===== src/rtl/rvb_bmat_share.sv =====
// Two-port front end that time-shares one rvb_bmatxor unit: arbitrates BMATOR/BMATXOR
// requests, keeps a single operation in flight and returns the result on the owner's port.
module rvb_bmat_share #(
    parameter int FAIR = 1
) (
    input  logic        clock,
    input  logic        reset,
    input  logic        req0_valid,
    output logic        req0_ready,
    input  logic [63:0] req0_rs1,
    input  logic [63:0] req0_rs2,
    input  logic        req0_insn14,
    input  logic        req1_valid,
    output logic        req1_ready,
    input  logic [63:0] req1_rs1,
    input  logic [63:0] req1_rs2,
    input  logic        req1_insn14,
    output logic        rsp0_valid,
    input  logic        rsp0_ready,
    output logic [63:0] rsp0_rd,
    output logic        rsp1_valid,
    input  logic        rsp1_ready,
    output logic [63:0] rsp1_rd,
    output logic        core_din_valid,
    input  logic        core_din_ready,
    output logic [63:0] core_din_rs1,
    output logic [63:0] core_din_rs2,
    output logic        core_din_insn14,
    input  logic        core_dout_valid,
    output logic        core_dout_ready,
    input  logic [63:0] core_dout_rd,
    output logic        busy,
    output logic [15:0] op_count
);

    localparam logic [1:0] S_IDLE  = 2'd0;
    localparam logic [1:0] S_ISSUE = 2'd1;
    localparam logic [1:0] S_WAIT  = 2'd2;
    localparam logic [1:0] S_RESP  = 2'd3;

    logic [1:0]  state;
    logic        owner;
    logic        last;
    logic [63:0] op_rs1;
    logic [63:0] op_rs2;
    logic        op_xor;
    logic [63:0] res;
    logic        grant;
    logic        req_hs;
    logic        rsp_hs;
    logic        idle;

    // Tie-break: round-robin favours the port not served last; fixed priority favours port 0.
    always_comb begin
        grant = 1'b0;
        if (req0_valid && req1_valid) begin
            grant = (FAIR != 0) ? ~last : 1'b0;
        end else if (req1_valid) begin
            grant = 1'b1;
        end
    end

    assign idle       = (state == S_IDLE) && !reset;
    assign req0_ready = idle && req0_valid && !grant;
    assign req1_ready = idle && req1_valid && grant;
    assign req_hs     = req0_ready || req1_ready;

    assign rsp0_valid = (state == S_RESP) && !owner;
    assign rsp1_valid = (state == S_RESP) && owner;
    assign rsp0_rd    = res;
    assign rsp1_rd    = res;
    assign rsp_hs     = (state == S_RESP) && (owner ? rsp1_ready : rsp0_ready);

    assign core_din_valid  = (state == S_ISSUE);
    assign core_din_rs1    = op_rs1;
    assign core_din_rs2    = op_rs2;
    assign core_din_insn14 = op_xor;
    assign core_dout_ready = (state == S_ISSUE) || (state == S_WAIT);

    assign busy = (state != S_IDLE);

    always_ff @(posedge clock or posedge reset) begin
        if (reset) begin
            state    <= S_IDLE;
            owner    <= 1'b0;
            last     <= 1'b1;
            op_count <= 16'd0;
            res      <= 64'd0;
        end else begin
            op_count <= op_count + {15'd0, rsp_hs};
            case (state)
                S_IDLE: begin
                    if (req_hs) begin
                        owner <= grant;
                        state <= S_ISSUE;
                    end
                end
                S_ISSUE: begin
                    // A combinational core may answer in the same cycle it accepts.
                    if (core_din_ready) begin
                        if (core_dout_valid) begin
                            res   <= core_dout_rd;
                            state <= S_RESP;
                        end else begin
                            state <= S_WAIT;
                        end
                    end
                end
                S_WAIT: begin
                    if (core_dout_valid) begin
                        res   <= core_dout_rd;
                        state <= S_RESP;
                    end
                end
                default: begin
                    if (rsp_hs) begin
                        last  <= owner;
                        state <= S_IDLE;
                    end
                end
            endcase
        end
    end

    // Operand holding registers carry data only, so they need no reset.
    always_ff @(posedge clock) begin
        if (req_hs) begin
            op_rs1 <= grant ? req1_rs1 : req0_rs1;
            op_rs2 <= grant ? req1_rs2 : req0_rs2;
            op_xor <= grant ? req1_insn14 : req0_insn14;
        end
    end

endmodule


===== config.mk =====
export PLATFORM = sky130hd
export DESIGN_NAME = rvb_bmat_share
export DESIGN_NICKNAME = d
export VERILOG_FILES = /design/src/rtl/rvb_bmat_share.sv
export SDC_FILE = /design/constraint.sdc
export NUM_CORES = 1
export LEC_CHECK = 0
export CORE_AREA = 5 5 234 236
export CTS_CLUSTER_DIAMETER = 120
export DETAILED_ROUTE_END_ITERATION = 8
export DIE_AREA = 0 0 239 241
export PLACE_DENSITY = 0.56
export SKIP_CTS_REPAIR_TIMING = 1
export SKIP_LAST_GASP = 1
export SLEW_MARGIN = 20
export SYNTH_ARGS = -nofsm -noshare
export SYNTH_HDL_FRONTEND = slang
export SYNTH_SLANG_ARGS = --single-unit

===== constraint.sdc =====
create_clock -name clock -period 8.4 [get_ports clock]
set_input_delay 1.68 -clock clock [delete_from_list [all_inputs] [get_ports clock]]
set_output_delay 1.68 -clock clock [all_outputs]
set_load 0.005 [all_outputs]

==> metrics.md, run 1 <==
| Metric | Value |
|---|---|
| Antenna violations before repair | `4` |
| Sequential area share after synthesis | `63.9%` |
| Synth top area cells | `edfxtp_1 (41%), mux2_2 (24%), dfrtp_1 (22%)` |
| Clock Power Share | `24.8%` |
| Period utilisation layout | `63.9%` |
| Pin count of the biggest net entering global routing | `131` |
| Max cap viols | `0` |
| R2r setup slk | `5.64 ns` |
| Synth top area share | `41.4%` |
| Post-synth ARST share | `39.4%` |
| Max-slew violation count | `0` |
| Synth Warn # | `0` |
| Setup TNS | `0 ns` |
| Tot GR Track Use | `10.9%` |
| H-Tree Depth | `1` |
| HP Start | `op_count[15]` |
| Final setup viols | `0` |
| Setup Skew | `0.0236 ns` |
| CTS tree | `built` |
| Pwr/cell area | `264 mW/mm²` |
| Slew @ Worst Pin | `1.09 ns` |
| Share of cells above drive strength 1 | `22.2%` |
| Reg2Reg Depth | `6` |
| Clock buffer count from CTS | `26` |
| Hold EP | `op_count[15]` |
| Final hold vios | `0` |
| Core Region | `0.0522 mm²` |
| Setup crit end kind | `output pin` |
| Net Sw Frac | `26.9%` |
| Placed instance area | `0.0157 mm²` |
| Syn_nets | `904` |
| Post-route minimum period | `5.37 ns` |
| Port buffer count | `609` |
| Drt total wl | `34100 µm` |
| Residual DRC | `0` |
| Worst hold path type | `reg -> reg` |
| Skew-Pair Late Insertion Delay | `0.55 ns` |
| RSZ-0062 raised after global routing | `false` |
| Routed len/inst | `18.6 µm` |
| Worst r2r src | `state[0]` |
| Worst slew margin | `27.1%` |
| Remaining global-route overflow | `0` |
| Area growth from synthesis to layout | `77.2%` |
| Hold path depth | `1` |
| Num Clock Sinks | `213` |
| Detail Placement HPWL | `27700 µm` |
| Post-Syn Area | `0.00936 mm²` |
| Pint | `3200 µW` |
| Kind of critical path | `in -> out` |
| Overall power | `4370 µW` |
| Status | `finished, final reports clean` |
| Startpoint Class | `primary input` |
| Unique cell type count in the Yosys netlist | `33` |
| Synth Register Bits | `213` |
| Gpl congestion | `0.829` |
| Synth area leader | `edfxtp_1` |
| I/O pin total | `610` |
| Final core area utilization | `31.7%` |
| Combinational share of power | `37.9%` |
| Post-synth EDFFs | `129` |
| Effective utilization at floorplan | `17.9%` |
| CTS root buffer | `clkbuf_16` |
| Sequential share of power | `37.3%` |
| Max Fclk | `186 MHz` |
| Worst reg2reg endpoint | `core_din_rs2[18]` |
| DIE AREA | `0.0576 mm²` |
| Worst Path Max Fanout | `40` |
| Drt first pass iters | `4` |
| Deepest clock path buffer count | `3` |
| Leak | `0.00607 µW` |
| Fin nets | `1461` |
| Routed vias/inst | `3.74` |
| Number of global-route vias before repair | `7516` |
| Fin area | `0.0166 mm²` |
| Initial DRC count | `228` |
| Hold WS | `0.481 ns` |
| Cell count after synthesis | `566` |
| Crit path DAT | `3.69 ns` |
| Rows | `84` |
| Top FF cell, synth | `edfxtp_1` |
| VDD IR max | `0.136 mV` |
| Die width | `239 µm` |
| First-pass GRT wire length | `48100 µm` |
| Syn_area_per_cell | `16.5 µm²` |
| Clock slew at reported path FFs | `0.05 ns` |
| Die height | `241 µm` |
| Antenna-violating nets left | `0` |
| Via count | `6849` |
| CP required | `6.72 ns` |
| P_sw | `1180 µW` |
## flip-flops by register name, indices dropped and copies added (netlist names)
register,count
core_din_rs2,64
core_din_rs1,64
last,1
rsp0_rd,64
core_din_insn14,1
owner,1
op_count,16
state,2
## synth_stat cells, types with 2 or more instances
library cell / n
buf_6: 7
a21oi_1: 2
inv_1: 6
xnor2_1: 8
mux2_2: 196
buf_4: 73
edfxtp_1: 129
and3_1: 4
buf_2: 5
nand4_1: 4
nand3_1: 5
nand2_1: 6
ha_1: 8
nor2b_1: 2
nor2_1: 7
xor2_1: 5
dfrtp_1: 83
## cells by family (layout without fill, tap and decap cells)
family | count (synthesis) | in the layout | share of synthesized area [%]
AOI/OAI and AO/OA | 9 | 9 | 0.709
xor gates and xnor gates | 14 | 14 | 1.39
adders and majority gates | 8 | 8 | 1.07
buffers and inverters | 91 | 668 | 7.21
DFF | 213 | 213 | 63.9
muxes | 197 | 197 | 23.7
other | 0 | 2 | 0
and+or+nand+nor | 34 | 34 | 2.05
## placed cells by master, fill, tap and decap left out, types with 7 or more instances in the layout
cell             instances
clkdlybuf4s50_1        609
mux2_2                 196
edfxtp_1               129
dfrtp_1                 83
clkbuf_16               27
clkinv_2                10
xnor2_1                  8
ha_1                     8
nor2_1                   7
## power groups by stage
stage	Sequential (µW)	Clock (µW)	Combinational (µW)
2_1_floorplan	1640	0	747
3_3_place_gp	1650	0	1680
3_5_place_dp	1660	0	1690
4_1_cts	1640	1140	1700
5_1_grt	1670	1180	1780
6_report	1630	1090	1660
## worst max-delay path, stage by stage
cell             delay [ns]
clkdlybuf4s50_1        0.52
clkinv_2               0.54
and3_1                 0.43
clkdlybuf4s50_1        0.50
## through the flow
stage / std cells / setup WS (ns)
final: 1833 / 3.03
after global routing: 1831 / 2.79
after CTS: 1831 / 2.90
after detailed placement: 1783 / 2.91
after global placement: 1783 / 2.91
after floorplan: 566 / 2.89
## metal layers
layer	vias to the layer above	share of wire (%)	track usage (%)
met5	-	0	0
met4	0	2.6	3.18
met3	45	11	4.38
met2	397	51	19.7
met1	3264	36	11.9
li1	3143	-	-
## how the worst max path moves through the flow
| stage | startpoint | endpoint | slack (ns) | cells past startpoint |
|---|---|---|---|---|
| 4_1_cts | reset | req1_ready | 2.90 | 4 |
| 3_3_place_gp | reset | req1_ready | 2.91 | 4 |
| 6_report | reset | req1_ready | 3.03 | 4 |
| 3_5_place_dp | reset | req1_ready | 2.91 | 4 |
| 5_1_grt | reset | req1_ready | 2.79 | 4 |
| 2_1_floorplan | reset | req1_ready | 2.89 | 2 |
## layout make-up
class / instances / area, µm²
Antenna cell: 2 / 5.00
Clock buffer: 37 / 773
Clock inverter: 11 / 70.1
Fill cell: 5303 / 35700
Inverter: 6 / 23.8
Multi-Input combinational cell: 262 / 2720
Sequential cell: 213 / 5980
Tap cell: 688 / 861
Timing Repair Buffer: 614 / 6150
(Power assumes the default switching activity.)
==> run 2, diff against run 1 <==
CORE_AREA = 5 5 233 235   (was 5 5 234 236)
DIE_AREA = 0 0 238 240   (was 0 0 239 241)
clock period = 5.35 ns   (was 8.4 ns; I/O delays follow)
==> metrics.md, run 2 (synthesis gave the netlist of run 1 again) <==
| Metric | Value |
|---|---|
| Final hold vios | `0 (unchanged)` |
| Pwr/cell area | `415 mW/mm² (+57%)` |
| VDD IR max | `0.235 mV (+72%)` |
| CTS tree | `built` |
| # fillers | `5237 (-1.2%)` |
| Skew-Pair Late Insertion Delay | `0.54 ns (about the same)` |
| Clock slew at reported path FFs | `0.06 ns (about the same)` |
| Die height | `240 µm (-0.41%)` |
| Slew @ Worst Pin | `0.741 ns (-0.352 ns)` |
| Routed vias/inst | `3.75 (+0.38%)` |
| Antenna violations before repair | `4 (unchanged)` |
| Remaining global-route overflow | `0 (unchanged)` |
| Final Worst Setup Slack | `1.73 ns (-1.30 ns)` |
| Commonest non-fill, non-tap cell in the layout | `clkdlybuf4s50_1` |
| Period utilisation layout | `67.7%` |
| Placed instance area | `0.0158 mm² (+0.14%)` |
| Worst slew margin | `50.6% (+23 points)` |
| Setup crit end kind | `output pin` |
| Initial DRC count | `176 (-23%)` |
| Clock buffer count from CTS | `26 (unchanged)` |
| Commonest cells after routing, fill and taps aside | `clkdlybuf4s50_1 (609), mux2_2 (196), edfxtp_1 (129)` |
| Register Area | `0.00598 mm² (unchanged)` |
| Drt first pass iters | `4 (unchanged)` |
| Startpoint Class | `primary input` |
| RSZ-0062 raised after global routing | `false` |
| Core Region | `0.0520 mm² (-0.40%)` |
| Worst Path Max Fanout | `4 (-90%)` |
| Deepest clock path buffer count | `3 (unchanged)` |
| Fin nets | `1464 (+0.21%)` |
| Setup Skew | `0.0142 ns (-0.00940 ns)` |
| CTS root buffer | `clkbuf_16` |
| Port buffer count | `609 (unchanged)` |
| CP required | `4.28 ns (-2.44 ns)` |
| Max cap viols | `0 (unchanged)` |
| Status | `finished, final reports clean` |
| Setup TNS | `0 ns (unchanged)` |
| Leak | `0.00606 µW (-0.23%)` |
| First-pass GRT wire length | `49500 µm (+2.8%)` |
| Kind of critical path | `in -> out` |
| Die width | `238 µm (-0.42%)` |
| Detail Placement HPWL | `28500 µm (+3.2%)` |
| Number of diodes | `0 (-2)` |
| H-Tree Depth | `1 (unchanged)` |
| DIE AREA | `0.0571 mm² (-0.83%)` |
| Pin count of the biggest net entering global routing | `60 (-54%)` |
| Number of global-route vias before repair | `7380 (-1.8%)` |
| Via count | `6879 (+0.44%)` |
| I/O pin total | `610 (unchanged)` |
| Num Clock Sinks | `213 (unchanged)` |
| Fin area | `0.0166 mm² (about the same)` |
| Residual DRC | `0 (unchanged)` |
| Area of the multi-input gates | `0.00272 mm² (unchanged)` |
| Final setup viols | `0 (unchanged)` |
| Worst hold path type | `reg -> reg` |
| Area growth from synthesis to layout | `77.2% (about the same)` |
| Tot GR Track Use | `11.5% (+0.52 points)` |
| Crit path DAT | `2.55 ns (-1.14 ns)` |
| Routed len/inst | `19.4 µm (+4.3%)` |
| Antenna-violating nets left | `0 (unchanged)` |
| Share of cells above drive strength 1 | `21.6% (-0.67 points)` |
| Post-route minimum period | `3.62 ns` |
| Gpl congestion | `0.789 (-4.8%)` |
| Effective utilization at floorplan | `18.0% (+0.072 points)` |
| Max Fclk | `276 MHz` |
| Max-slew violation count | `0 (unchanged)` |
| Drt total wl | `35500 µm (+4.3%)` |
| Place WS | `1.47 ns (-1.44 ns)` |
| Overall power | `6880 µW (+57%)` |
| Rows | `84 (unchanged)` |
-- run 2: area by class of cell --
| class | instances | share of cell area [%] |
|---|---|---|
| tap | 688 | 5.19 |
| sequential | 213 | 36.0 |
| clock buffer | 40 | 4.62 |
| multi-input combinational | 262 | 16.4 |
| inverter | 6 | 0.143 |
| clock inverter | 8 | 0.377 |
| timing repair buffer | 617 | 37.2 |
-- run 2: per-stage QoR --
stage / hold slack (ns) / utilization, % / std cells
6_report: 0.489 / 31.9 / 1834
5_1_grt: 0.514 / 31.9 / 1834
4_1_cts: 0.495 / 31.9 / 1834
3_5_place_dp: 0.486 / 30.3 / 1786
3_3_place_gp: 0.488 / 30.3 / 1786
2_1_floorplan: 0.465 / - / 566
-- run 2: critical path, cell delays in order --
cell             delay (ns)
clkdlybuf4s50_1        0.53
a21boi_4               0.25
and3_1                 0.20
clkdlybuf4s50_1        0.51
-- run 2: path summary, 6_finish.rpt --
kind                             start           to  slack [ns]  cells after the start
setup / recovery            req1_valid   req1_ready        1.73                      4
hold / removal             op_count[4]  op_count[4]        0.49                      1
setup reg to reg              state[1]  rsp0_rd[14]        2.66                      6
hold reg to reg            op_count[4]  op_count[4]        0.49                      1
max in group asynchronous        reset  op_count[7]        3.32                      4
min in group asynchronous        reset  rsp0_rd[42]        1.06                      3
-- run 2: per-layer routing --
metal	vias to the layer above	GRT usage (%)	share of wire [%]	wire (µm)
li1	3145	-	-	-
met1	3305	11.7	35	12300
met2	384	20.9	51	18000
met3	43	6.01	13	4460
met4	2	2.35	2.1	740
met5	-	0	0.048	17
-- run 2: power breakdown --
| part | switching [µW] | internal, µW | total, µW |
|---|---|---|---|
| registers | 301 | 2250 | 2550 |
| clock network | 695 | 1030 | 1720 |
| logic | 844 | 1760 | 2600 |
